**src/rtl/io_keysw_ctrl_if.sv**
```systemverilog
// Processor-side register bus of io_keysw_ctrl: address/data/strobes in,
// combinational read data, address-hit and registered interrupt out.
interface io_keysw_ctrl_if #(
  parameter int DBITS = 32
) ();
  logic [DBITS-1:0] addr;
  logic [DBITS-1:0] wrdata;
  logic [DBITS-1:0] rddata;
  logic             we;
  logic             re;
  logic             sel;
  logic             irq;

  modport master (output addr, wrdata, we, re, input rddata, sel, irq);
  modport slave  (input addr, wrdata, we, re, output rddata, sel, irq);
endinterface

```
**src/rtl/io_keysw_ctrl.sv**
```systemverilog
// Pushbutton/slide-switch device: 2-flop sync + per-bit debounce, KDATA/KCTRL/SDATA/SCTRL
// registers with Ready/Overrun/IE, combinational read data, registered interrupt.
module io_keysw_ctrl #(
  parameter int               DBITS     = 32,
  parameter int               DEBCYC    = 500000,
  parameter logic [DBITS-1:0] ADDRKDATA = 32'hFFFFF080,
  parameter logic [DBITS-1:0] ADDRKCTRL = 32'hFFFFF084,
  parameter logic [DBITS-1:0] ADDRSDATA = 32'hFFFFF090,
  parameter logic [DBITS-1:0] ADDRSCTRL = 32'hFFFFF094
) (
  input  logic           clk,
  input  logic           RESET_N,
  input  logic [3:0]     KEY,
  input  logic [9:0]     SW,
  io_keysw_ctrl_if.slave bus
);
  localparam int NB = 14;
  localparam int CW = $clog2(DEBCYC);

  // Bits [3:0] are keys in pressed-high form, bits [13:4] are switches.
  logic [NB-1:0] raw, sync1, sync2, deb, deb_nxt;
  logic [CW-1:0] cnt [NB];
  logic [CW-1:0] cnt_nxt [NB];

  assign raw = {SW, ~KEY};

  always_comb begin
    deb_nxt = deb;
    for (int i = 0; i < NB; i++) begin
      cnt_nxt[i] = '0;
    end
    for (int i = 0; i < NB; i++) begin
      if (sync2[i] != deb[i]) begin
        if (cnt[i] == CW'(DEBCYC - 1)) begin
          deb_nxt[i] = sync2[i];
        end else begin
          cnt_nxt[i] = cnt[i] + CW'(1);
        end
      end
    end
  end

  always_ff @(posedge clk) begin
    if (!RESET_N) begin
      sync1 <= '0;
      sync2 <= '0;
      deb   <= '0;
      for (int i = 0; i < NB; i++) begin
        cnt[i] <= '0;
      end
    end else begin
      sync1 <= raw;
      sync2 <= sync1;
      deb   <= deb_nxt;
      for (int i = 0; i < NB; i++) begin
        cnt[i] <= cnt_nxt[i];
      end
    end
  end

  // Status vectors: index 0 is the key device, index 1 the switch device.
  logic       hit_kd, hit_kc, hit_sd, hit_sc;
  logic       rd;
  logic [1:0] evt, rd_dat, wr_ctl, ovr_set, ovr_clr;
  logic [1:0] rdy, ovr, ie;
  logic       irq_q;

  assign hit_kd = (bus.addr == ADDRKDATA);
  assign hit_kc = (bus.addr == ADDRKCTRL);
  assign hit_sd = (bus.addr == ADDRSDATA);
  assign hit_sc = (bus.addr == ADDRSCTRL);
  assign bus.sel = hit_kd | hit_kc | hit_sd | hit_sc;

  // A simultaneous write wins over a read.
  assign rd      = bus.re & ~bus.we;
  assign evt     = {|(deb_nxt[13:4] ^ deb[13:4]), |(deb_nxt[3:0] ^ deb[3:0])};
  assign rd_dat  = {rd & hit_sd, rd & hit_kd};
  assign wr_ctl  = {bus.we & hit_sc, bus.we & hit_kc};
  assign ovr_set = evt & rdy & ~rd_dat;
  assign ovr_clr = wr_ctl & {2{~bus.wrdata[2]}};

  always_ff @(posedge clk) begin
    if (!RESET_N) begin
      rdy   <= '0;
      ovr   <= '0;
      ie    <= '0;
      irq_q <= 1'b0;
    end else begin
      rdy   <= evt | (rdy & ~rd_dat);
      ovr   <= ovr_set | (ovr & ~ovr_clr);
      ie    <= (wr_ctl & {2{bus.wrdata[8]}}) | (ie & ~wr_ctl);
      irq_q <= |(ie & rdy);
    end
  end

  assign bus.irq = irq_q;

  logic [DBITS-1:0] rdat;

  always_comb begin
    rdat = '0;
    if (rd) begin
      if (hit_kd) rdat[3:0] = deb[3:0];
      if (hit_sd) rdat[9:0] = deb[13:4];
      if (hit_kc) begin
        rdat[0] = rdy[0];
        rdat[2] = ovr[0];
        rdat[8] = ie[0];
      end
      if (hit_sc) begin
        rdat[0] = rdy[1];
        rdat[2] = ovr[1];
        rdat[8] = ie[1];
      end
    end
  end

  assign bus.rddata = rdat;

  logic unused_wrdata;
  assign unused_wrdata = ^{bus.wrdata[DBITS-1:9], bus.wrdata[7:3], bus.wrdata[1:0]};
endmodule

```
**src/flat_wrapper.sv**
```systemverilog
// flat-port wrapper written by rule: the top's interface ports become plain ports
module io_keysw_ctrl_flat 
#(
  parameter int               DBITS     = 32,
  parameter int               DEBCYC    = 500000,
  parameter logic [DBITS-1:0] ADDRKDATA = 32'hFFFFF080,
  parameter logic [DBITS-1:0] ADDRKCTRL = 32'hFFFFF084,
  parameter logic [DBITS-1:0] ADDRSDATA = 32'hFFFFF090,
  parameter logic [DBITS-1:0] ADDRSCTRL = 32'hFFFFF094
)
  (clk, RESET_N, KEY, SW, bus_addr, bus_wrdata, bus_we, bus_re, bus_rddata, bus_sel, bus_irq);
  io_keysw_ctrl_if #(.DBITS(DBITS)) bus_i ();
  input  logic clk;
  input  logic RESET_N;
  input  logic [3:0] KEY;
  input  logic [9:0] SW;
  input wire logic [$bits(bus_i.addr)-1:0] bus_addr;
  input wire logic [$bits(bus_i.wrdata)-1:0] bus_wrdata;
  input wire logic [$bits(bus_i.we)-1:0] bus_we;
  input wire logic [$bits(bus_i.re)-1:0] bus_re;
  output wire logic [$bits(bus_i.rddata)-1:0] bus_rddata;
  output wire logic [$bits(bus_i.sel)-1:0] bus_sel;
  output wire logic [$bits(bus_i.irq)-1:0] bus_irq;
  assign bus_i.addr = bus_addr;
  assign bus_i.wrdata = bus_wrdata;
  assign bus_i.we = bus_we;
  assign bus_i.re = bus_re;
  assign bus_rddata = bus_i.rddata;
  assign bus_sel = bus_i.sel;
  assign bus_irq = bus_i.irq;
  io_keysw_ctrl #(.DBITS(DBITS), .DEBCYC(DEBCYC), .ADDRKDATA(ADDRKDATA), .ADDRKCTRL(ADDRKCTRL), .ADDRSDATA(ADDRSDATA), .ADDRSCTRL(ADDRSCTRL)) u_core (.clk(clk), .RESET_N(RESET_N), .KEY(KEY), .SW(SW), .bus(bus_i));
endmodule
```
**config.mk**
```make
export PLATFORM = sky130hd
export DESIGN_NAME = io_keysw_ctrl_flat
export DESIGN_NICKNAME = d
export VERILOG_FILES = /design/src/rtl/io_keysw_ctrl_if.sv /design/src/rtl/io_keysw_ctrl.sv /design/src/flat_wrapper.sv
export SDC_FILE = /design/constraint.sdc
export NUM_CORES = 1
export LEC_CHECK = 0
export BUFFER_PORTS_ARGS = -buffer_cell sky130_fd_sc_hd__buf_2
export CAP_MARGIN = 30
export CORE_MARGIN = 2
export CORE_UTILIZATION = 35
export DETAILED_ROUTE_END_ITERATION = 8
export HOLD_SLACK_MARGIN = 0.05
export PLACE_DENSITY = 0.53
export SYNTH_ARGS = -nofsm -noshare
export SYNTH_HDL_FRONTEND = slang
export SYNTH_SLANG_ARGS = --single-unit
```
**constraint.sdc**
```tcl
create_clock -name clk -period 1.73 [get_ports clk]
set_input_delay 0.173 -clock clk [delete_from_list [all_inputs] [get_ports clk]]
set_output_delay 0.173 -clock clk [all_outputs]
set_load 0.01 [all_outputs]
```
==> summary by stage, run 1 <==
CTS
The maximum level of the CTS H-tree is 2. After clock tree synthesis, the clock-pin slew on the worst setup and hold paths is roughly 60 ps. For this design, the sink count on the clock tree is 315. In this run the clock root is driven by a clkbuf_16.

The worst-skew pair later-pin latency is approximately 520 ps. TritonCTS built the clock tree. The maximum buffer depth of the clock tree is 3. The number of buffers inserted during clock tree synthesis is 36.

Final layout
The synthesis-to-finish area growth is 26.9%. The count of filler cells inserted in the layout is 3776. The library cell used most frequently in the layout, excluding fill and tap cells, is nor2_1. The area taken by multi-input logic gates is ~7500 sq um. The share of post-route cells with drive strength above 1 is 0.204. Registers take roughly 6300 sq um. In the layout the commonest cells are nor2_1, dfxtp_1, xor2_1, buf_4, nand2_1. The share of the core filled with cells in the final layout is 0.452. The number of inserted diodes is 0. The number of nets in the layout is 1879.

Synthesis
After synthesis, the share of flip-flops with an asynchronous set or reset is 0. After synthesis the cells add up to 13800 sq um. After synthesis, the largest family of logic cells by area is simple AND/OR/NAND/NOR gates. Of the total synthesized cell area, the portion taken by full adders, half adders and majority gates is 0.0127. Of the total synthesized cell area, the portion taken by AND, OR, NAND and NOR gates is 0.300. The compound-gate portion of the synthesized area came to 0.0369. The portion of synthesized area spent on multiplexers is 0.0132. The synthesis warning total is 0. The part of the Yosys area used for sequential elements is 0.457. The most frequently used flop master after synthesis is dfxtp_1. Synthesis produced 1565 cells.

The number of enable flip-flop cells after synthesis is 0. The share of the synthesized netlist area taken by xor and xnor gates is 0.145. The count of unique library cells instantiated by Yosys is 58. After synthesis, the mean cell area works out to about 9 sq um. Synthesis inferred 315 register bits.

STA
The total setup violations reported at the end of the flow is 1. The final critical path time including I/O delays and setup is 1760 ps. The final hold violation count is 0.

Final hold analysis gives a worst-case slack of about 150 ps. The worst-case clock skew is 14.5 ps. The final worst setup slack is -29.2 ps. Dividing the final minimum period by the clock period gives 1.02. The maximum clock rate is 0.568 GHz.

Setup repair after global routing could not meet its margin everywhere. The number of pins with negative max-slew slack in the final report was 0.

Floorplan
The core area is around 39000 sq um. In this run the core area contains 72 standard-cell rows. The die extent in x is 202 um. The die is 202 um tall. The die covers between 40000 and 50000 sq um. The effective utilization at floorplan is 0.356. For this design the top-level I/O count stands at 116.

Flow run
The tool flagged a number of max-cap violations equal to 0.

Detailed routing
The via total after detailed routing is 10900. Dividing the detail-routed wire length by the instance count gives about 12 um. The detailed router finished its first iteration with 448 violations. The first TritonRoute pass finished after 6 iterations.

In the routed design, unresolved DRC markers number 0. The number of antenna-violating nets in the routed design is 0. The total length of routed wires is 28.3 mm.

The vias per cell is 4.70.

Setup path
STA classifies the critical path startpoint as a register. The worst setup path is captured at an output port. The maximum fanout count along the critical path is 2.

The data required time of the worst path is 1560 ps. The critical path arrival is about 1600 ps. The worst setup path is of the register to output port kind.

Placement
The worst slack after detailed placement is -165 ps. The number of port buffers is 63. The routability congestion estimate is 0.760. Detailed placement finished with a half-perimeter wire length of 19.5 mm.

Global route
The total global routing track utilization is 0.137. The via count of the first global-routing pass is 10400. The global-route wire length before repair is 48.0 mm. The residual overflow from global routing is 0. The number of antenna violations at the first check in global routing came to 1.

The pin count of the biggest net entering global routing is 65.

Outcome
The checks that failed: negative setup slack. The flow ran to the end, but the final reports show violations.

Power and ir drop
The overall power is about 15000 uW. Dividing total power by cell area gives a power density of roughly 850 nW/um^2. For this design the static power due to leakage is 0.00616 uW. IR analysis of the VDD net gives a maximum drop of 535 uV.

Hold path
The min-delay analysis places its worst path in the category input pin to register.
-- final timing paths --
kind / start / endpoint / slack (ps) / depth (start not counted)
setup / recovery: u_core.rdy[1]$_SDFF_PN0_ / bus_rddata[0] / -30 / 3
hold / removal: bus_we / register / 150 / 5
setup reg to reg: u_core.cnt[5][1]$_SDFF_PP0_ / u_core.cnt[5][16]$_SDFF_PP0_ / 60 / 7
hold reg to reg: u_core.cnt[9][0]$_SDFF_PP0_ / u_core.cnt[9][0]$_SDFF_PP0_ / 430 / 1
-- cells in the mapped netlist, drive strengths merged, types with 2 or more instances --
cell type | instances | share of area
or3 | 29 | 0.013
and4 | 16 | 0.010
buf | 41 | 0.020
a21boi | 4 | 0.0022
nor3b | 3 | 0.0016
nand3 | 97 | 0.036
a21oi | 27 | 0.0098
nor4bb | 11 | 0.0080
o22ai | 2 | 0.00091
nand2 | 107 | 0.029
and2 | 35 | 0.016
dfxtp | 315 | 0.46
or4 | 2 | 0.0014
clkbuf | 13 | 0.0035
or2 | 4 | 0.0018
nor2 | 305 | 0.083
o211ai | 7 | 0.0064
ha | 14 | 0.013
nor4 | 15 | 0.0077
and3 | 45 | 0.021
and4b | 2 | 0.0015
o21a | 2 | 0.0011
o31a | 2 | 0.0013
nand4b | 4 | 0.0025
nor3 | 25 | 0.010
nor4b | 23 | 0.015
xnor2 | 91 | 0.058
inv | 42 | 0.011
o21ai | 30 | 0.011
nand2b | 3 | 0.0014
mux2i | 16 | 0.012
xor2 | 137 | 0.087
nand4 | 57 | 0.026
nor2b | 25 | 0.011
nand3b | 4 | 0.0030
-- power by group --
group | internal, uW | switching [uW] | total [uW]
Sequential | 7300 | 20.3 | 7320
Clock | 4240 | 2940 | 7180
Combinational | 159 | 176 | 335
Total | 11700 | 3140 | 14800
-- what timing repair did --
item                       CTS  global route
resized for setup           27           106
pin swaps                    7            30
hold endpoints to repair    17             0
hold buffers                17             0
setup buffers                3             9
setup endpoints to repair   12           128
-- kinds of logic after synthesis --
| family | after synthesis |
|---|---|
| and+or+nand+nor | 813 |
| DFF | 315 |
| xor gates and xnor gates | 228 |
| buffers and inverters | 96 |
| AOI/OAI and AO/OA | 81 |
| muxes | 17 |
| adders and majority gates | 14 |
| other | 1 |
-- critical path, stage by stage, from the launching register on --
cell	delay, ps
dfxtp_2	330
mux4_2	460
and2_4	160
buf_6	110
-- area by class of cell --
| type | count | area share |
|---|---|---|
| Timing Repair Buffer | 213 | 0.0996 |
| Tap cell | 518 | 0.0370 |
| Inverter | 42 | 0.00915 |
| Clock buffer | 56 | 0.0610 |
| Multi-Input combinational cell | 1175 | 0.429 |
| Sequential cell | 315 | 0.362 |
| Clock inverter | 7 | 0.00243 |
-- per-layer routing --
metal  part of all wire  track usage  up-vias
met3              0.034       0.0278       39
met1               0.48        0.181     5077
met4              0.018       0.0401        2
li1                   -            -     5695
met5            0.00064            0        -
met2               0.46        0.227      108
-- sequential cells by signal (all words and copies together) (netlist names), named ones only --
register	cells
u_core.bus.irq	1
u_core.deb	14
u_core.sync1	14
u_core.rdy	2
u_core.cnt	266
u_core.ovr	2
u_core.sync2	14
-- per-stage QoR --
step	setup TNS (ps)	cells	area [sq um]
floorplan	0	1586	13900
global placement	-1390	2236	15600
detailed placement	-1160	2236	15600
CTS	-90.8	2319	17000
global route	-502	2326	17500
finish	-29.2	2326	17500
No activity file was read; power rests on OpenSTA's default activity.
==> run 2: changes to the inputs <==
- ABC_AREA: default -> 1
- REMOVE_ABC_BUFFERS: default -> 1
==> run 2 against run 1 <==
The flow still finishes with violations (negative setup slack). Core utilization up 0.26 points. Via count up 18%. Clock skew down 1.3 ps. Wire length up 16%. Maximum frequency down 0.91%. Largest power group is now clock.
==> summary by stage, run 2 <==
Synthesis
The post-synthesis instance area is 14800 sq um (+7.5%). The commonest cells after synthesis are dfxtp_1, nand2_1, nor2_1. The synthesis warning total came to 0 (unchanged). After synthesis, the largest family of logic cells by area is simple AND/OR/NAND/NOR gates. In the post-synthesis netlist, the cell with the most instances is dfxtp_1. The count of unique library cells instantiated by Yosys is 49 (-16%).

The share of synthesized area spent on multiplexers is 0 (-0.0132). The gate count after technology mapping is 2002 (+28%). The area fraction of the dominant cell type after synthesis came to 0.425 (-0.0320). The async set or reset register ratio after synthesis is 0 (unchanged). By area the synthesized netlist is led by dfxtp_1, nand2_1, nor2_1. The share of the synthesized netlist area taken by xor and xnor gates is 0.0449 (-0.0999). The compound-gate portion of the synthesized area is 0.0818 (+0.0449). The total of flip-flops plus latches after synthesis is 315 (unchanged).

Summed over all instances, the cell type with the most area after synthesis is dfxtp_1. The part of the Yosys area used for sequential elements is 0.425 (-0.0320). The post-synthesis simple-gate area fraction came to 0.342 (+0.0420). The per-instance average area after synthesis is 7.40 sq um (-16%).

The adder and majority gate portion of the synthesized area is 0.0118 (-0.000888). In the synthesized netlist the dominant register cell turns out to be dfxtp_1. The number of enable flip-flop cells after synthesis is 0 (unchanged).

STA
The final total negative setup slack was -83.7 ps (-54.4 ps). The final hold violation count is 0 (unchanged). The final worst setup slack is -45.5 ps (-16.2 ps). Setup repair after global routing could not meet its margin everywhere. The maximum clock rate came to 0.563 GHz (-0.91%). The number of pins with negative max-slew slack in the final report was 0 (unchanged). The worst-case clock skew is 13.2 ps (-1.31 ps). The final critical path time including I/O delays and setup came to 1780 ps (+16.2 ps). The total setup violations reported at the end of the flow was 4 (+3). The fraction of the cycle the final worst path needs is 1.03 (+0.00937). The worst hold slack is 74.0 ps (-74.6 ps).

Hold path
The origin of the worst min-delay path is bus_we. The hold-critical path depth came to 4 (-1). The path class of the tightest hold or removal check is input pin to register.

CTS
The maximum buffer depth of the clock tree is 3 (unchanged). The worst-skew pair later-pin latency came to 520 ps (about the same). The number of buffers inserted during clock tree synthesis is 37 (+2.8%). The clock tree from TritonCTS is built. The clock tree root driver cell is clkbuf_16. The clock sink total is 315 (unchanged). The maximum level of the CTS H-tree is 2 (unchanged).

The clock slew at the register clock pins of the worst setup and hold paths came to 60 ps (about the same).

Final layout
The register name with the most flops is u_core.cnt. The non-filler instance count after layout came to 2794 (+20%). The synthesis-to-finish area growth is 28.3%.

The library cell used most frequently in the layout, excluding fill and tap cells, is nand2_1. The share of post-route cells with drive strength above 1 is 0.238 (+0.0344). The post-route standard cell area excluding fillers was 19000 sq um (+8.7%). The number of nets in the layout was 2322 (+24%).

In the layout the commonest cells are nand2_1, dfxtp_1, inv_1, nor2_1, buf_4. The number of flip-flops under the largest register name is 266 (unchanged).

Setup path
The peak per-stage delay on the critical path is 190 ps (-270 ps). The setup slack of the most critical reg-to-reg path is 80 ps (+20 ps). The number of buffers and inverters on the critical path is 4 (+3).

The maximum fanout count along the critical path was 4 (+2). The endpoint identified for the worst register-to-register timing path is u_core.cnt[12][17]$_SDFF_PP0_. The logic depth of the worst register-to-register path is 9 (+2). The data required time of the worst path is 1560 ps (about the same). STA classifies the critical path startpoint as an input pin. The slowest cell on the critical path is nor3_2. The critical path goes through buf_6 > nand2_2 > nor2_2 > nand2_1 > nor3_2 > buf_4 > buf_6 > nand3_4 > nand2_1 > o21ai_0 > o21ai_1 > nand2_1 > nor2_2 > buf_6. The class of the most critical setup path is input pin to output port. The critical path arrival came to 1600 ps (about the same). In this run the critical register-to-register path is launched from u_core.cnt[12][4]$_SDFF_PP0_.

The largest delay contributor family on the critical path is simple AND/OR/NAND/NOR gates. The endpoint kind of the worst setup timing path is an output port.

Detailed routing
The number of antenna-violating nets in the routed design is 0 (unchanged). The number of DRC violations after detailed-routing iteration 0 is 491 (+9.6%). The total DRC errors in the routed layout is 0 (unchanged). The vias per cell was 4.62 (-1.6%). The total length of routed wires is 33.0 mm (+16%). The length of the first detailed-routing pass in iterations is 5 (-1). The average routed wire per standard cell is 11.8 um (-3.1%). The via total after detailed routing is 12900 (+18%).

Global route
The via count of the first global-routing pass is 12200 (+17%). The global-route track usage on met2 is 0.253 (+0.0256). The global-route wire length before repair is 55.2 mm (+15%). The number of antenna violations at the first check in global routing is 3 (+2).

The total global routing track utilization came to 0.148 (+0.0103). The pin count of the biggest net entering global routing came to 16 (-75%). The layer with the highest usage is met2.

The fraction of met1 tracks used by global routing is 0.189 (+0.00778). The residual overflow from global routing is 0 (unchanged). The met3 routing resource usage after global routing was 0.0275 (-0.000236).

Placement
The instance count after placement with tap cells included is 2682 (+20%). The number of port buffers is 63 (unchanged). The cell area after placement is 16400 sq um (+5.3%).

The routability congestion estimate is 0.812 (+6.9%). The post-DP HPWL was 23.9 mm (+22%).

Power and ir drop
The clock share of power is 0.501 (+0.017). The leakage power total was 0.00757 uW (+23%). The combinational share of power is 0.025 (+0.002). The internal cell power was 12200 uW (+4.3%). The worst-case vdd ir drop is 519 uV (-3.0%). The relative contribution of sequential cells to total power is 0.474 (-0.019). The net switching share of the total power is 0.210 (-0.00168). The overall power is 15400 uW (+4.0%). The switching component of the power is 3240 uW (+3.2%). The power density over cell area was 812 nW/um^2 (-4.3%).

Floorplan
The core area is 41900 sq um (+8.0%). The number of I/O pins is 116 (unchanged). The die extent in x is 210 um (+3.6%).

The area of the die is 44000 sq um (+7.4%). The effective utilization at floorplan was 0.354 (-0.00174). The count of standard-cell rows is 75 (+4.2%).

The y dimension of the die was 210 um (+3.6%).

Outcome
The flow ran to the end, but the final reports show violations. The final reports fail on negative setup slack.

Flow run
The max capacitance violation total is 0 (unchanged).
## run 2: cell types whose count changed after synthesis, sizes merged, moves of 30 or more
cell   delta
nand2   +229
xor2     -77
a21oi    +83
and2     -35
nor3     +83
nand3    +44
and3     -40
nor2     +30
o21ai    +36
inv     +255
xnor2    -75
## run 2: metrics by stage
| step | utilization | worst slack (ps) |
|---|---|---|
| global route | 0.454 | -165 |
| detailed placement | 0.393 | -188 |
| finish | 0.454 | -45.5 |
| global placement | 0.393 | -159 |
| CTS | 0.428 | -36.6 |
| floorplan | - | 45.1 |
## run 2: what timing repair did
action | CTS | global route
resized for setup | 28 | 225
hold endpoints to repair | 18 | 1
buffers inserted | 1 | 25
setup endpoints to repair | 15 | 222
hold buffers | 18 | 1
pin swaps | 5 | 81
## run 2: cell families (layout without fill, tap and decap cells)
family | after synthesis | after routing
flip-flops | 315 | 315
other | 1 | 24
buffers and inverters | 341 | 571
XOR/XNOR | 76 | 76
AND/OR/NAND/NOR | 1034 | 1034
adder cells (fa/ha/maj) | 14 | 14
AO/OA/AOI/OAI | 221 | 221
## run 2: final cells by class
type	instances	area [sq um]
fillers	4196	22800
multi-input cells	1367	7990
flip-flops and latches	315	6350
repair buffers	208	1650
inverters	297	1120
clock buffers	55	1110
well taps	539	674
clock inverters	11	114
diodes	2	5.00
## run 2: power by group through the flow
stage	logic, uW	clock network, uW	registers [uW]
after floorplan	135	0	7470
after global placement	318	0	7470
after detailed placement	321	0	7470
after CTS	357	8010	7310
after global routing	432	8330	7320
final	389	7720	7320
## run 2: tightest hold or removal path, stage by stage
cell and delay, ps:
buf_2 150, nand2_1 80, nor2_1 80, nor3_1 50
## run 2: how the worst max path moves through the flow
| stage | cells after the start | start | endpoint | slack [ps] |
|---|---|---|---|---|
| final | 14 | bus_addr[22] | bus_rddata[0] | -50 |
| after CTS | 13 | bus_addr[20] | bus_rddata[3] | -40 |
| after detailed placement | 11 | bus_addr[1] | bus_rddata[3] | -190 |
| after global placement | 11 | bus_addr[1] | bus_rddata[3] | -160 |
| after global routing | 13 | bus_addr[22] | bus_rddata[3] | -170 |
| after floorplan | 8 | u_core.cnt[6][0]$_SDFF_PP0_ | u_core.cnt[6][14]$_SDFF_PP0_ | 50 |
## run 2: per-layer routing
layer	part of all wire	vias up
li1	-	6876
met1	0.47	5827
met2	0.47	141
met3	0.038	59
met4	0.022	2
met5	0.00049	-
==> run 3: changes to the inputs <==
- ABC_AREA: 1 -> default
- TNS_END_PERCENT: default -> 1
==> run 3 against run 2 <==
Sequential power is essentially flat. First-iteration DRC count shrank 21%. Worst hold slack gained 37 ps. Combinational power shrank 6.9%. Global-route usage shrank 0.92 points. Clock skew is essentially flat. Critical path depth shrank 2. Wire length shrank 14%. Critical endpoint is now bus_rddata[8]. Largest cell class unchanged. The flow still finishes with violations (negative setup slack).
==> summary by stage, run 3 (synthesis results as in run 1) <==
Detailed routing
The length of the first detailed-routing pass in iterations came to 4 (-1). The number of DRC violations after detailed-routing iteration 0 is 386 (-21%). The total length of routed wires was 28.3 mm (-14%). The number of antenna-violating nets in the routed design was 0 (unchanged). The average routed wire per standard cell is 12.0 um (+2.0%). The total DRC errors in the routed layout is 0 (unchanged).

The vias per cell is 4.69 (+1.6%). The via total after detailed routing was 11000 (-15%).

Setup path
The critical path in this run is classified as input pin to output port. Among all stages on the critical path, the largest delay is contributed by nor4_4. The maximum fanout count along the critical path was 3 (-1). The number of buffers and inverters on the critical path came to 6 (+2). By instance count, the cell type seen most on the critical path is buf_6. The data required time of the worst path was 1560 ps (about the same).

The worst setup path is captured at an output port. Among cell families on the critical path, the largest total delay comes from simple AND/OR/NAND/NOR gates. The critical path arrival is 1710 ps (+110 ps). The category of the worst setup path launch point is an input pin.

The critical path goes through buf_6 > nand2b_4 > nor4_4 > buf_4 > nand4_1 > buf_6 > inv_4 > nand2_4 > buf_6 > nor3b_4 > nor4b_4 > buf_2. The peak per-stage delay on the critical path is 210 ps (+20 ps).

STA
The fraction of the cycle the final worst path needs is 1.09 (+0.0612). The final critical path time including I/O delays and setup is 1880 ps (+106 ps). The total setup violations reported at the end of the flow is 10 (+6). The final worst setup slack is -151 ps (-106 ps). The number of pins with negative max-slew slack in the final report is 0 (unchanged). The worst hold slack came to 111 ps (+36.7 ps). The worst-case clock skew is 13.4 ps (+0.200 ps). The final hold violation count is 0 (unchanged).

The maximum clock rate came to 0.532 GHz (-5.6%). Setup repair after global routing could not meet its margin everywhere.

Floorplan
The die extent in x came to 202 um (-3.5%). The effective utilization at floorplan is 0.356 (+0.00174). The area of the die came to 41000 sq um (-6.9%). The count of standard-cell rows came to 72 (-4.0%).

The y dimension of the die was 202 um (-3.5%). The core area is 38700 sq um (-7.4%). The number of I/O pins is 116 (unchanged).

Final layout
The share of post-route cells with drive strength above 1 is 0.197 (-0.0406). Leaving out fill and tap cells, the most frequent cells in the layout are dfxtp_1, nor2_1, xor2_1, buf_4, nand2_1. The area taken by multi-input logic gates was 7360 sq um (-7.9%). The count of filler cells inserted in the layout came to 3849 (-8.3%). The number of flip-flops under the largest register name is 266 (unchanged).

The area of all sequential standard cells is 6320 sq um (-0.51%). The number of inserted diodes is 0 (-2). The non-filler instance count after layout is 2348 (-16%).

The number of nets in the layout is 1902 (-18%). The register name with the most flops is u_core.cnt. Relative to the synthesized area, the layout overhead comes to 27.8%. The library cell used most frequently in the layout, excluding fill and tap cells, is dfxtp_1. The share of the core filled with cells in the final layout is 0.455 (+0.000553).

Outcome
The final reports fail on negative setup slack. The flow ran to the end, but the final reports show violations.

CTS
In this run the clock root is driven by a clkbuf_16. The maximum buffer depth of the clock tree is 3 (unchanged). The maximum level of the CTS H-tree is 2 (unchanged). The worst-skew pair later-pin latency was 520 ps (about the same). The clock sink total came to 315 (unchanged). TritonCTS built the clock tree. The clock slew at the register clock pins of the worst setup and hold paths is 60 ps (about the same). The number of buffers inserted during clock tree synthesis came to 37 (unchanged).

Power and ir drop
The power density over cell area is 877 nW/um^2 (+8.1%). The worst-case vdd ir drop was 563 uV (+8.4%). The leakage power total is 0.00629 uW (-17%).

Placement
The post-DP HPWL came to 20.0 mm (-16%). The number of port buffers is 63 (unchanged). The instance count after placement with tap cells included is 2264 (-16%). The routability congestion estimate came to 0.775 (-4.5%).

Global route
The pin count of the biggest net entering global routing is 20 (+4). The total global routing track utilization is 0.138 (-0.00917). The via count of the first global-routing pass is 10700 (-13%). The residual overflow from global routing is 0 (unchanged).

The number of antenna violations at the first check in global routing was 0 (-3). The global-route wire length before repair is 48.5 mm (-12%).

Hold path
The worst hold path belongs to the class input pin to register.

Flow run
The max capacitance violation total is 0 (unchanged).
run 3: worst register-to-register path, cell delays in order (launching register included):
cell	delay, ps
dfxtp_1	340
ha_2	190
nand3_1	90
or3_1	460
o32ai_2	340
nor3_1	80
a21oi_1	160
run 3: layout make-up:
type | instances | area share
clock buffer | 55 | 0.0626
clock inverter | 8 | 0.00689
inverter | 42 | 0.00909
multi-input combinational | 1175 | 0.418
sequential | 315 | 0.359
tap | 518 | 0.0368
timing repair buffer | 235 | 0.108
run 3: path summary, 6_finish.rpt:
path,cells after the start,start,slack [ps],endpoint
setup / recovery,12,bus_addr[9],-150,bus_rddata[8]
hold / removal,5,bus_we,110,register
setup reg to reg,6,u_core.cnt[4][0]$_SDFF_PP0_,0,u_core.ovr[1]$_SDFF_PN0_
hold reg to reg,1,u_core.cnt[9][0]$_SDFF_PP0_,430,u_core.cnt[9][0]$_SDFF_PP0_
run 3: timing repair:
action | CTS | global route
hold buffers | 18 | 0
resized for setup | 29 | 64
buffers inserted | 2 | 1
setup endpoints to repair | 18 | 167
pin swaps | 8 | 16
endpoints found under the hold margin | 18 | 0
run 3: report_power, final:
group	internal, uW	switching [uW]	leakage, uW
Sequential	7300	19.5	0.00255
Clock	4830	2940	0.000602
Combinational	180	182	0.00314
Total	12300	3150	0.00629
run 3: metrics by stage:
step	TNS (ps)	area, sq um	setup WS (ps)	power (uW)
finish	-967	17600	-151	15500
global route	-2610	17600	-242	16100
CTS	-1840	17400	-217	15700
detailed placement	-8630	15800	-680	7790
global placement	-7640	15800	-608	7790
floorplan	-1190	13500	-68.7	7590
run 3: layer usage:
metal,global-route usage,routed length (um),up-vias
met3,0.0263,1050,49
met5,0,0,-
met2,0.233,13000,113
li1,-,-,5747
met1,0.177,13500,5112
met4,0.0490,725,0
